## config.mk

```make
export PLATFORM = sky130hd
export DESIGN_NAME = uart_tx_drain
export DESIGN_NICKNAME = d
export VERILOG_FILES = /design/src/rtl/uart_pkg.sv /design/src/rtl/uart_baud_counter.sv /design/src/rtl/uart_tx_drain.sv
export SDC_FILE = /design/constraint.sdc
export NUM_CORES = 1
export LEC_CHECK = 0
export CAP_MARGIN = 40
export CORE_MARGIN = 10
export CORE_UTILIZATION = 30
export DETAILED_ROUTE_END_ITERATION = 10
export GPL_TIMING_DRIVEN = 0
export SYNTH_ARGS = -nofsm -noshare
export SYNTH_HDL_FRONTEND = slang
export SYNTH_SLANG_ARGS = --single-unit
```

## constraint.sdc

```tcl
create_clock -name clock -period 2.1 [get_ports clock]
set_input_delay 0.315 -clock clock [delete_from_list [all_inputs] [get_ports clock]]
set_output_delay 0.315 -clock clock [all_outputs]
set_load 0.005 [all_outputs]
```

## src/rtl/uart_pkg.sv

```systemverilog
// Shared types and constants for the UART transmit path.
package uart_pkg;

   localparam int UART_DATA_BITS = 8;

   typedef enum logic [2:0] {IDLE, FETCH, START, DATA, STOP} uart_tx_state_t;

endpackage

```

## src/rtl/uart_baud_counter.sv

```systemverilog
// Bit-period timer: counts 0..CLKS_PER_BIT-1 and wraps, pulsing bit_done on the last count.
module uart_baud_counter #(
   parameter int CLKS_PER_BIT = 868
) (
   input  logic clock,
   input  logic reset,
   input  logic clear,
   output logic bit_done
);

   localparam int CW = (CLKS_PER_BIT > 2) ? $clog2(CLKS_PER_BIT) : 1;
   localparam logic [CW-1:0] LAST = CW'(CLKS_PER_BIT - 1);

   logic [CW-1:0] count;

   always_ff @(posedge clock) begin
      if (reset || clear) begin
         count <= '0;
      end else if (count == LAST) begin
         count <= '0;
      end else begin
         count <= count + 1'b1;
      end
   end

   assign bit_done = (count == LAST);

endmodule

```

## src/rtl/uart_tx_drain.sv

```systemverilog
// 8N1/8N2 UART transmitter that pops bytes from a synchronous FIFO whenever the line is idle.
module uart_tx_drain
   import uart_pkg::*;
#(
   parameter int CLKS_PER_BIT = 868,
   parameter int STOP_BITS    = 1,
   parameter int FIFO_LATENCY = 1
) (
   input  logic       clock,
   input  logic       reset,
   input  logic       fifo_empty,
   output logic       fifo_dequeue,
   input  logic [7:0] fifo_data,
   output logic       tx,
   output logic       busy
);

   localparam logic [2:0] LAST_DATA_BIT = 3'(UART_DATA_BITS - 1);
   localparam logic [2:0] LAST_STOP_BIT = 3'(STOP_BITS - 1);

   uart_tx_state_t            state, state_next;
   logic [UART_DATA_BITS-1:0] shift_q, shift_d;
   logic [2:0]                bit_cnt_q, bit_cnt_d;
   logic                      tx_d;
   logic                      baud_clear;
   logic                      bit_done;

   uart_baud_counter #(
      .CLKS_PER_BIT (CLKS_PER_BIT)
   ) u_baud (
      .clock    (clock),
      .reset    (reset),
      .clear    (baud_clear),
      .bit_done (bit_done)
   );

   always_ff @(posedge clock) begin
      if (reset) begin
         state     <= IDLE;
         shift_q   <= '0;
         bit_cnt_q <= '0;
         tx        <= 1'b1;
      end else begin
         state     <= state_next;
         shift_q   <= shift_d;
         bit_cnt_q <= bit_cnt_d;
         tx        <= tx_d;
      end
   end

   always_comb begin
      state_next   = state;
      shift_d      = shift_q;
      bit_cnt_d    = bit_cnt_q;
      fifo_dequeue = 1'b0;
      case (state)
         IDLE: begin
            if (!fifo_empty && !reset) begin
               fifo_dequeue = 1'b1;
               // A zero-latency FIFO presents the byte alongside the pop, so skip FETCH.
               if (FIFO_LATENCY == 0) begin
                  shift_d    = fifo_data;
                  state_next = START;
               end else begin
                  state_next = FETCH;
               end
            end
         end
         FETCH: begin
            shift_d    = fifo_data;
            state_next = START;
         end
         START: begin
            if (bit_done) begin
               bit_cnt_d  = '0;
               state_next = DATA;
            end
         end
         DATA: begin
            if (bit_done) begin
               shift_d   = {1'b0, shift_q[UART_DATA_BITS-1:1]};
               bit_cnt_d = bit_cnt_q + 3'd1;
               if (bit_cnt_q == LAST_DATA_BIT) begin
                  state_next = STOP;
               end
            end
         end
         STOP: begin
            // The bit counter has wrapped to 0 leaving DATA and now counts stop bits.
            if (bit_done) begin
               if (bit_cnt_q == LAST_STOP_BIT) begin
                  state_next = IDLE;
               end else begin
                  bit_cnt_d = bit_cnt_q + 3'd1;
               end
            end
         end
         default: state_next = IDLE;
      endcase
   end

   assign baud_clear = (state_next == START) && (state != START);

   // tx is registered from the next-state view so the pin is glitch-free and aligned with state.
   always_comb begin
      case (state_next)
         START:   tx_d = 1'b0;
         DATA:    tx_d = shift_d[0];
         default: tx_d = 1'b1;
      endcase
   end

   assign busy = (state != IDLE) || fifo_dequeue;

endmodule

```

=== Word level (Yosys, flattened, before mapping) ===
Index checks and enable logic that the tools add are counted.
W data, S select, Z words.

* Register bits: 25
* Input port bits: 11
* Output and inout port bits: 3
* Logic and storage cells: 52

* $add $sub $neg: 2
* Eq/ne operators: 13
* Muxes and demuxes: 17
* Reduce and logical (&&, ||, !) cells: 14

{| class="wikitable"
|+ Operator list
! cell !! count
|-
| $mux W3 || 10
|-
| $pmux W8 S2 || 1
|-
| $pmux W3 S5 || 1
|-
| $eq A3 B2 Y1 const B || 4
|-
| $add A10 B1 Y10 const B || 1
|-
| $eq A10 B10 Y1 const B || 1
|-
| $pmux W3 S3 || 1
|-
| $mux W8 || 1
|-
| $ne A2 B2 Y1 const B || 4
|-
| $eq A3 B3 Y1 const B || 2
|-
| $logic_not A3 Y1 || 2
|-
| $reduce_bool A3 Y1 || 2
|-
| $reduce_and A5 Y1 || 1
|-
| $add A3 B1 Y3 const B || 1
|-
| $eq A3 B1 Y1 const B || 1
|-
| $ne A3 B2 Y1 const B || 1
|-
| $logic_and A1 B1 Y1 || 2
|-
| $logic_not A1 Y1 || 2
|-
| $logic_or A1 B1 Y1 || 2
|-
| $mux W1 || 2
|-
| $pmux W1 S2 || 1
|-
| $reduce_and A2 Y1 || 1
|-
| $reduce_bool A2 Y1 || 1
|-
| $reduce_or A2 Y1 || 1
|}

=== Logic depth before layout (Yosys ltp) ===
* Word-level depth: 8
* Gate-level depth with buffers: 7
* Mapped depth without buffers: 6

=== Modules after synthesis ===
From an unflattened synthesis, not the netlist that was laid out.

* Cells, all modules: 148
* Area, all modules: 1357.6 um2

{| class="wikitable"
|+ Modules (own cells, without submodules)
! module !! instances !! cells each !! area each (um2) !! sequential area each (um2)
|-
| uart_tx_drain || 1 || 95 || 903.4 || 300.3
|-
| uart_baud_counter || 1 || 53 || 454.2 || 200.2
|}

=== Worst setup path after synthesis ===
No wires, ideal clock.

* Path kind: register to register
* From: register u_baud.count[0]
* To: register u_baud.count[2]
* Setup time: 0.064 ns
* Data arrival time: 1.611 ns
* Data required time: 2.036 ns
* Slack: 0.426 ns
* Cell stages (with the launch flop): 8
* Buffers on the path: 2
* Clock period less this slack: 1.674 ns
* Cells stage by stage: dfxtp_1 > ha_1 > and4bb_4 > and3_4 > buf_6 > or3_1 > buf_6 > nor2_1

* Word-level cells in the longest chain between the ends: 7
* Elaborated cells between the ends (all ways): 10
* Those cells by class: add/sub (1); eq/ne (2); mux (4); reduce/logical (3)

{| class="wikitable"
|+ RTL lines
! item !! RTL line !! source
|-
| start: declaration || uart_baud_counter.sv:14 || <nowiki>logic [CW-1:0] count;</nowiki>
|-
| start signal: assignment || uart_baud_counter.sv:22 || <nowiki>count <= count + 1'b1;</nowiki>
|-
| $eq A10 B10 Y1 || uart_baud_counter.sv:19, uart_baud_counter.sv:26 ||
|-
| $mux W3 (on tied branches) || uart_tx_drain.sv:90, uart_tx_drain.sv:74, uart_tx_drain.sv:80 ||
|-
| $pmux W3 S5 || uart_tx_drain.sv:56 || <nowiki>case (state)</nowiki>
|-
| $eq A3 B2 Y1 || uart_tx_drain.sv:102 || <nowiki>assign baud_clear = (state_next == START) && (state != START);</nowiki>
|-
| $logic_and A1 B1 Y1 || uart_tx_drain.sv:102 ||
|-
| $logic_or A1 B1 Y1 || uart_baud_counter.sv:17 || <nowiki>if (reset || clear) begin</nowiki>
|-
| $reduce_or A2 Y1 (no line) || -- ||
|}

Parallel ways exist; a longest one is shown, timed or not.
A chain may end at the register's enable or synchronous reset.

=== Worst setup path in the final report ===
* From: input port reset
* To: output port busy

* Word-level cells in the longest chain between the ends: 5

{| class="wikitable"
|+ RTL lines
! item !! RTL line !! source
|-
| start: declaration || uart_tx_drain.sv:10 || <nowiki>input logic reset,</nowiki>
|-
| $logic_not A1 Y1 || uart_tx_drain.sv:58 || <nowiki>if (!fifo_empty && !reset) begin</nowiki>
|-
| $logic_and A1 B1 Y1 || uart_tx_drain.sv:58 ||
|-
| $mux W1 || uart_tx_drain.sv:58 ||
|-
| $mux W1 || uart_tx_drain.sv:56 ||
|-
| $logic_or A1 B1 Y1 || uart_tx_drain.sv:113 || <nowiki>assign busy = (state != IDLE) || fifo_dequeue;</nowiki>
|-
| end: declaration || uart_tx_drain.sv:15 || <nowiki>output logic busy</nowiki>
|}

Every way passes these cells.

==> flow_summary.yaml <==
setup_path:
  path_class: "primary input to primary output"
  crit_path_max_fanout: 10
  setup.worst_path.end_class: "primary output"
  start_kind: "primary input"
  cp.required_ns: 1.78
  cp.arrival_ns: 1.68
placement:
  place_hpwl_um: 1940
  place.gp.congestion: 0.763
  port_buffers: 12
synth:
  ys_seq_area_share_pct: 41.8
  yosysUniqueCellTypes: 33
  synth.most_common_cell: "dfxtp_1"
  synth_edf_count: 0
  ys_top_cells_by_count: "dfxtp_1 (25), nor2_1 (16), a21oi_1 (11)"
  syn_inst: 136
  syn_nets: 151
  synth_area_per_cell_sq_um: 8.81
  synth_top_area_share_pct: 41.8
  synthTopCellsByArea: "dfxtp_1 (42%), o221a_2 (5.6%), nor2_1 (5.0%), a21oi_1 (4.6%), ha_1 (4.2%)"
  synth-seq-cells: 25
  ys_async_sr_fraction_pct: 0
  synth_top_area_cell: "dfxtp_1"
  synth_warnings: 0
  ys.flop_type: "dfxtp_1"
  synth_area_sq_um: 1200
global_route:
  grt_pass1_wl_um: 4260
  gr-total-overflow: 0
  grt_usage_pct: 7.09
  antenna_found_initial: 0
  grt_max_degree: 15
  grt_pass1_vias: 951
layout:
  area_delta_synth_final_pct: 19.8
  layout.nets: 167
  drive_above_1_share_pct: 13.9
  n_antenna_cell: 0
drt:
  ant_nets: 0
  vias: 1020
  route.detailed.drc: 0
  routedWlPerCell_um: 12.7
  vias_per_cell: 5.13
  drt-initial-drc-count: 53
  routed_wirelength_um: 2530
  firstDrtPassIters: 4
sta:
  grt_setup_unrepaired: "false"
  min_period_ns: 1.99
  setup_viol: 0
  whs_ns: 0.469
  fin_crit_sh_pct: 94.9
  setup_tns_ns: 0
  worst_pin_slew_ns: 0.438
  max_freq_ghz: 0.502
  finClkSkew_ns: 0.00142
  slew_headroom_pct: 70.8
  finalHoldViolCount: 0
  drv_slew: 0
min_path:
  hold_path.class: "flip-flop to flip-flop"
clocking:
  clkLatencyLatePin_ns: 0.27
  postCtsHoldBufs: 0
  cts_tree: "yes"
  cts_max_level: 1
  clk_pin_slew_ns: 0.09
  cts_setup_buffers: 0
  cts_buffer_depth: 2
  cts_made_buffers: 3
  cts-root-buf: "clkbuf_8"
  cts_sinks: 25
floorplanning:
  dieWidth_um: 83.2
  io_pins: 14
  design.die.area_sq_um: 6920
  initial_core_util_pct: 31.8
  row_count: 22
  coreArea_sq_um: 3770
  die_h_um: 83.2
job:
  max-cap-violations: 0
power:
  p_per_area_nw_per_um2: 629
  max-vdd-ir-drop_v: 0.000350
  leakage_nw: 0.544
status:
  status: "finished, final reports clean"
## state kept, by name, indices dropped and copies added (netlist names)
signal	cells
bit_cnt_q	3
tx	1
shift_q	8
u_baud.count	10
state	3
## cell families after synthesis
| group | count (synthesis) | synth area share [%] |
|---|---|---|
| AND/OR/NAND/NOR | 53 | 23.5 |
| AO/OA/AOI/OAI | 29 | 17.1 |
| flip-flops | 25 | 41.8 |
| buffers and inverters | 15 | 5.95 |
| XOR/XNOR | 9 | 6.58 |
| adder cells (fa/ha/maj) | 4 | 4.18 |
| multiplexers | 1 | 0.939 |
## layer usage
layer	global-route usage (%)	part of all wire, %
met1	8.71	47
met2	11.0	49
met3	3.03	4.0
met4	1.69	0.40
met5	0	0
## per-stage QoR
step	util [%]	total power [mW]	cells	setup slack [ns]	cell area [sq um]
6_report	38.1	0.903	199	0.108	1440
5_1_grt	38.1	0.956	199	0.0473	1440
4_1_cts	37.8	0.914	199	0.0432	1430
3_5_place_dp	36.6	0.623	196	0.118	1380
3_3_place_gp	36.6	0.621	196	0.142	1380
2_1_floorplan	-	0.578	136	0.426	1200
## cells in the final DEF, fill, tap and decap left out, types with 3 or more instances in the layout
master           instances
dfxtp_1                 24
nor2_1                  16
clkdlybuf4s50_1         12
inv_1                   10
a21oi_1                 10
nand3_1                  7
nand2_1                  6
o221a_2                  6
xor2_1                   5
o21ai_0                  4
xnor2_1                  4
nor2b_1                  4
ha_1                     4
nor3_1                   3
nand4_1                  3
clkbuf_8                 3
## timing repair
action / 4_1_cts / 5_1_grt
resized for setup: 1 / 3
setup endpoints to repair: 1 / 7
endpoints found under the hold margin: 0 / 0
## final cells by class
type | instances | area, sq um
plain buffers | 4 | 30.0
clock buffers | 3 | 41.3
clock inverters | 1 | 5.00
fillers | 390 | 2330
inverters | 10 | 37.5
multi-input cells | 96 | 641
flip-flops and latches | 25 | 502
well taps | 48 | 60.1
repair buffers | 12 | 120
## path summary, 6_finish.rpt
kind                                                 start                    endpoint  slack, ns  cells past startpoint
worst min-delay path            u_baud.count[0]$_SDFF_PP0_  u_baud.count[0]$_SDFF_PP0_       0.47                      1
worst max register to register  u_baud.count[0]$_SDFF_PP0_               tx$_SDFF_PP1_       0.21                      6
worst max-delay path                                 reset                        busy       0.11                      4
worst min register to register  u_baud.count[0]$_SDFF_PP0_  u_baud.count[0]$_SDFF_PP0_       0.47                      1
## worst max-delay path, cell delays in order
cell,delay (ns)
clkbuf_1,0.30
clkbuf_1,0.41
o21ai_0,0.18
clkdlybuf4s50_1,0.48
## power breakdown
group	leakage (nW)	total (mW)	internal, mW	switching, mW
clock network	0.0255	0.288	0.133	0.155
registers	0.203	0.509	0.492	0.0170
logic	0.315	0.106	0.0577	0.0479
(Power assumes the default switching activity.)
